**src/rtl/rbfu_ctrl.sv**
```systemverilog
// rtl/rbfu_ctrl.sv - issue/writeback address sequencer for a dual-butterfly NTT/INTT/PWM unit
// Walks 64 beats per layer, drains the RBFU pipe between layers, delays addresses to writeback.
module rbfu_ctrl #(
  parameter int WB_LAT = 3,
  parameter int AW     = 8
) (
  input  logic          clk,
  input  logic          rst,
  input  logic          start,
  input  logic [1:0]    mode,
  input  logic          stall,
  output logic [AW-1:0] rd_a0,
  output logic [AW-1:0] rd_b0,
  output logic [AW-1:0] rd_a1,
  output logic [AW-1:0] rd_b1,
  output logic [6:0]    tw_idx0,
  output logic [6:0]    tw_idx1,
  output logic [1:0]    opcode,
  output logic          issue_valid,
  output logic [AW-1:0] wr_addr0,
  output logic [AW-1:0] wr_addr1,
  output logic [AW-1:0] wr_addr2,
  output logic [AW-1:0] wr_addr3,
  output logic          wr_en,
  output logic          busy,
  output logic          done
);

  typedef enum logic [1:0] {ST_IDLE, ST_ISSUE, ST_DRAIN, ST_DONE} state_t;

  localparam logic [3:0] LAST_D = 4'(WB_LAT - 1);
  localparam int         PW     = 4 * AW + 1;

  state_t     state;
  logic [5:0] cnt;
  logic [2:0] layer;
  logic [3:0] dcnt;
  logic [2:0] last_layer;

  logic [2:0] s_sh;
  logic [6:0] i0, i1;
  logic [7:0] na0, nb0, na1, nb1;
  logic [6:0] nt0, nt1;

  logic [PW-1:0] pipe [WB_LAT];

  // Lower index of the butterfly: insert a zero bit at position s of i.
  function automatic logic [7:0] bf_a(input logic [6:0] i, input logic [2:0] s);
    logic [7:0] w;
    w = {1'b0, i};
    return ((w >> s) << ({1'b0, s} + 4'd1)) | (w & ((8'd1 << s) - 8'd1));
  endfunction

  function automatic logic [6:0] bf_tw(input logic [6:0] i, input logic [2:0] s,
                                       input logic [2:0] l, input logic inv);
    logic [7:0] q;
    logic [7:0] r;
    q = {1'b0, i} >> s;
    if (inv) r = (8'd128 >> l) - 8'd1 - q;
    else     r = (8'd1 << l) + q;
    return r[6:0];
  endfunction

  assign last_layer  = opcode[1] ? 3'd0 : 3'd6;
  assign issue_valid = (state == ST_ISSUE) && !stall;
  assign busy        = (state != ST_IDLE);
  assign done        = (state == ST_DONE);

  always_comb begin
    s_sh    = opcode[0] ? (layer + 3'd1) : (3'd7 - layer);
    i0      = {cnt, 1'b0};
    i1      = {cnt, 1'b1};
    na0     = bf_a(i0, s_sh);
    na1     = bf_a(i1, s_sh);
    nb0     = na0 + (8'd1 << s_sh);
    nb1     = na1 + (8'd1 << s_sh);
    nt0     = bf_tw(i0, s_sh, layer, opcode[0]);
    nt1     = bf_tw(i1, s_sh, layer, opcode[0]);
    rd_a0   = '0;
    rd_b0   = '0;
    rd_a1   = '0;
    rd_b1   = '0;
    tw_idx0 = '0;
    tw_idx1 = '0;
    // Addresses are a pure function of cnt/layer, so a stall holds them for free.
    if (state == ST_ISSUE) begin
      if (opcode[1]) begin
        rd_a0   = AW'({cnt, 2'b00});
        rd_b0   = AW'({cnt, 2'b01});
        rd_a1   = AW'({cnt, 2'b10});
        rd_b1   = AW'({cnt, 2'b11});
        tw_idx0 = {1'b1, cnt};
        tw_idx1 = {1'b1, cnt};
      end else begin
        rd_a0   = AW'(na0);
        rd_b0   = AW'(nb0);
        rd_a1   = AW'(na1);
        rd_b1   = AW'(nb1);
        tw_idx0 = nt0;
        tw_idx1 = nt1;
      end
    end
  end

  always_ff @(posedge clk or negedge rst) begin
    if (!rst) begin
      state  <= ST_IDLE;
      cnt    <= '0;
      layer  <= '0;
      dcnt   <= '0;
      opcode <= '0;
    end else begin
      case (state)
        ST_IDLE: begin
          if (start) begin
            opcode <= mode;
            cnt    <= '0;
            layer  <= '0;
            state  <= ST_ISSUE;
          end
        end
        ST_ISSUE: begin
          if (!stall) begin
            cnt <= cnt + 6'd1;
            if (cnt == 6'd63) begin
              dcnt  <= '0;
              state <= ST_DRAIN;
            end
          end
        end
        ST_DRAIN: begin
          if (dcnt == LAST_D) begin
            if (layer == last_layer) begin
              state <= ST_DONE;
            end else begin
              layer <= layer + 3'd1;
              state <= ST_ISSUE;
            end
          end else begin
            dcnt <= dcnt + 4'd1;
          end
        end
        ST_DONE: begin
          layer <= '0;
          state <= ST_IDLE;
        end
        default: state <= ST_IDLE;
      endcase
    end
  end

  always_ff @(posedge clk or negedge rst) begin
    if (!rst) begin
      for (int k = 0; k < WB_LAT; k++) pipe[k] <= '0;
    end else begin
      pipe[0] <= {issue_valid, rd_a0, rd_b0, rd_a1, rd_b1};
      for (int k = 1; k < WB_LAT; k++) pipe[k] <= pipe[k-1];
    end
  end

  assign {wr_en, wr_addr0, wr_addr1, wr_addr2, wr_addr3} = pipe[WB_LAT-1];

endmodule
```
**config.mk**
```make
export PLATFORM = sky130hd
export DESIGN_NAME = rbfu_ctrl
export DESIGN_NICKNAME = d
export VERILOG_FILES = /design/src/rtl/rbfu_ctrl.sv
export SDC_FILE = /design/constraint.sdc
export NUM_CORES = 1
export LEC_CHECK = 0
export CORE_MARGIN = 3
export CORE_UTILIZATION = 40
export CTS_BUF_LIST = sky130_fd_sc_hd__clkbuf_8
export DETAILED_ROUTE_END_ITERATION = 6
export PLACE_DENSITY = 0.71
export SYNTH_ARGS = -nofsm -noshare
export SYNTH_HDL_FRONTEND = slang
export SYNTH_SLANG_ARGS = --single-unit
```
**constraint.sdc**
```tcl
create_clock -name clk -period 13.68 [get_ports clk]
set_input_delay 2.736 -clock clk [delete_from_list [all_inputs] [get_ports clk]]
set_output_delay 2.736 -clock clk [all_outputs]
set_load 0.02 [all_outputs]
```
==> out/results.tsv <==
metric	value	unit
Mapped Cells	692	
IO Pins	90	
area of the multi-input gates	0.00335	mm^2
CTS buffer count	17	
RR Startpoint	layer[0]$_DFFE_PN0P_	
PostCTS Resize Cnt	0	
Critical Path RT	10940	ps
vias in the first global route	5078	
M2 GR Usage	29.4	%
Final Instance Count excl. Fillers	967	
Pwr Density	297	mW/mm^2
max_cap viols	0	
DR WL/cell	17.1	um
Worst-Skew Late Latency	430	ps
TritonRoute pass-1 iters	7	
worst vdd ir	0.000107	V
Sequential Area	0.00290	mm^2
dpl hpwl	12300	um
post-synthesis register bit count	116	
Seq/Total Area, Yosys	42.8	%
Core ar.	0.0162	mm^2
crit-path max FO	32	
Warnings, synthesis	0	
met1 usage	24.0	%
ANT nets after route	0	
Routed WL	16600	um
Setup Skew	12.2	ps
Synth top area share	42.8	%
Final Max Slew Viols	0	
outcome	finished with violations	
setup TNS	0	ps
CP Launch Type	register	
Tot GR Track Use	18.4	%
Main synth FF type	dfrtp_1	
Detailed Route Iter0 Violations	454	
fraction of layout cells with a size suffix above 1	9.32	%
area leader, netlist	dfrtp_1	
Avg Inst Size Synth	9.80	um^2
Final Cycle Share	65.2	%
Leakage	0.00357	uW
Synth area leaders	dfrtp_1 (43%), ha_1 (7.2%), xnor2_1 (4.1%)	
cts hold-fix bufs	0	
Root Buffer	clkbuf_8	
hold path startpoint	pipe[45]$_DFF_PN0_	
largest net degree at the start of global routing	74	
final net count	788	
first-pass GRT wire length	26500	um
setup repair bufs after CTS	0	
Placement Cell Area	0.00756	mm^2
Async S/R FF share, synth	100	%
Peak Freq	112	MHz
via/cell ratio	5.41	
CTS max path bufs	2	
measured slew at the worst slew-check pin	1210	ps
RD Place Congestion	0.940	
DP Cell Count	935	
crit end category	primary output	
most frequent cells in the layout	dfrtp_1 (116), clkdlybuf4s50_1 (88), nor2_1 (63)	
Worst Setup SP	layer[0]$_DFFE_PN0P_	
Cell Area, Synth	0.00678	mm^2
commonest non-fill, non-tap cell in the layout	dfrtp_1	
CP Class	register to primary output	
Via Count	5236	
Die Y	136	um
Final min period	8920	ps
Unique masters post-synth	81	
H-tree Lvls	4	
met3 Track Usage GR	4.81	%
post-route cell area	0.00797	mm^2
Filler cells	1484	
Die Area	0.0186	mm^2
final setup violation count	0	
Rel. slew slack	19.4	%
register clock-pin slew on the reported worst setup and hold paths	70	ps
# DRC	3	
crit path DAT	6190	ps
width of the die	136	um
GR peak layer	met2	
number of synthesized flops with an enable pin	0	
cell row count	46	
Post-Synthesis Net Count	742	
Min-Delay Path Class	register to register	
final hold vios	0	
clock sink total	116	
number of diodes	0	
area growth from synthesis to layout	17.5	%
RSZ-0062 raised after global routing	no	
failing checks	design-rule violations	
CTS tree	done	
initial cell density of the core	41.8	%
GRT overflow	0	
Buffers on Ports	89	
initial antenna violation count	0	
-- synthesized netlist by cell type (all sizes together), types with 13 or more instances --
library cell / instances
clkbuf: 21
ha: 39
a21oi: 53
inv: 30
buf: 45
xnor2: 32
a31oi: 13
nor2: 65
xor2: 15
o21ai: 47
dfrtp: 116
nand2: 54
-- stage by stage --
step	util [%]	total power (uW)	setup slack, ps	hold WS [ps]
floorplan	-	1630	6580	331
global placement	46.6	2040	5450	331
detailed placement	46.6	2050	5290	335
CTS	49.1	2370	4800	343
global route	49.1	2540	4380	344
finish	49.1	2370	4760	342
-- worst max-delay path, cell delays in order (launching register included) --
cell and delay [ps]:
dfrtp_1 340, buf_4 360, inv_2 200, ha_1 400, nand2b_2 250, nand2_1 240
nor2_1 120, ha_1 530, inv_1 220, or3_1 490, nor2_1 240, nand2_1 130
inv_1 110, ha_1 210, ha_1 210, o21ai_0 120, a31oi_1 370, o22ai_1 170
xor2_1 170, a21oi_1 220, clkdlybuf4s50_1 660
-- power breakdown --
| group | total, uW | switching (uW) | leakage [uW] | internal, uW |
|---|---|---|---|---|
| clock network | 312 | 126 | 0.000222 | 186 |
| logic | 1510 | 895 | 0.00178 | 616 |
| registers | 543 | 82.5 | 0.00157 | 460 |
-- path summary, 6_finish.rpt --
| kind | endpoint | slack (ps) | cells after the start |
|---|---|---|---|
| hold / removal | wr_addr2[4]$_DFF_PN0_ | 340 | 0 |
| setup reg to reg | pipe[86]$_DFF_PN0_ | 8460 | 19 |
| setup / recovery | rd_b0[4] | 4760 | 20 |
| max in group asynchronous | pipe[45]$_DFF_PN0_ | 10140 | 2 |
| min in group asynchronous | wr_addr0[0]$_DFF_PN0_ | 2290 | 1 |
| hold reg to reg | wr_addr2[4]$_DFF_PN0_ | 340 | 0 |
-- cell families after synthesis --
family | count (synthesis) | share of synthesized area [%]
XOR/XNOR | 47 | 6.07
multiplexers | 8 | 1.53
adder cells (fa/ha/maj) | 45 | 8.84
AO/OA/AOI/OAI | 184 | 19.2
flip-flops | 116 | 42.8
buffers and inverters | 98 | 7.80
AND/OR/NAND/NOR | 194 | 13.8
-- state kept, by name, summed over array words and instances (netlist names) --
name / count
cnt: 6
dcnt: 4
layer: 3
opcode: 2
pipe: 66
state: 2
wr_addr0: 8
wr_addr1: 8
wr_addr2: 8
wr_addr3: 8
wr_en: 1
-- per-layer routing --
metal | vias up | routed length (um)
met5 | - | 0
met4 | 0 | 442
met3 | 41 | 1000
met2 | 201 | 7850
met1 | 2520 | 7280
li1 | 2474 | -
-- cell type report --
cell class              instances  area share [%]
inverters                      32            1.54
flip-flops and latches        116            36.4
clock inverters                13            1.81
repair buffers                 93            11.5
well taps                     216            3.39
multi-input cells             478            42.0
clock buffers                  19            3.28
No activity file was read; power rests on OpenSTA's default activity.
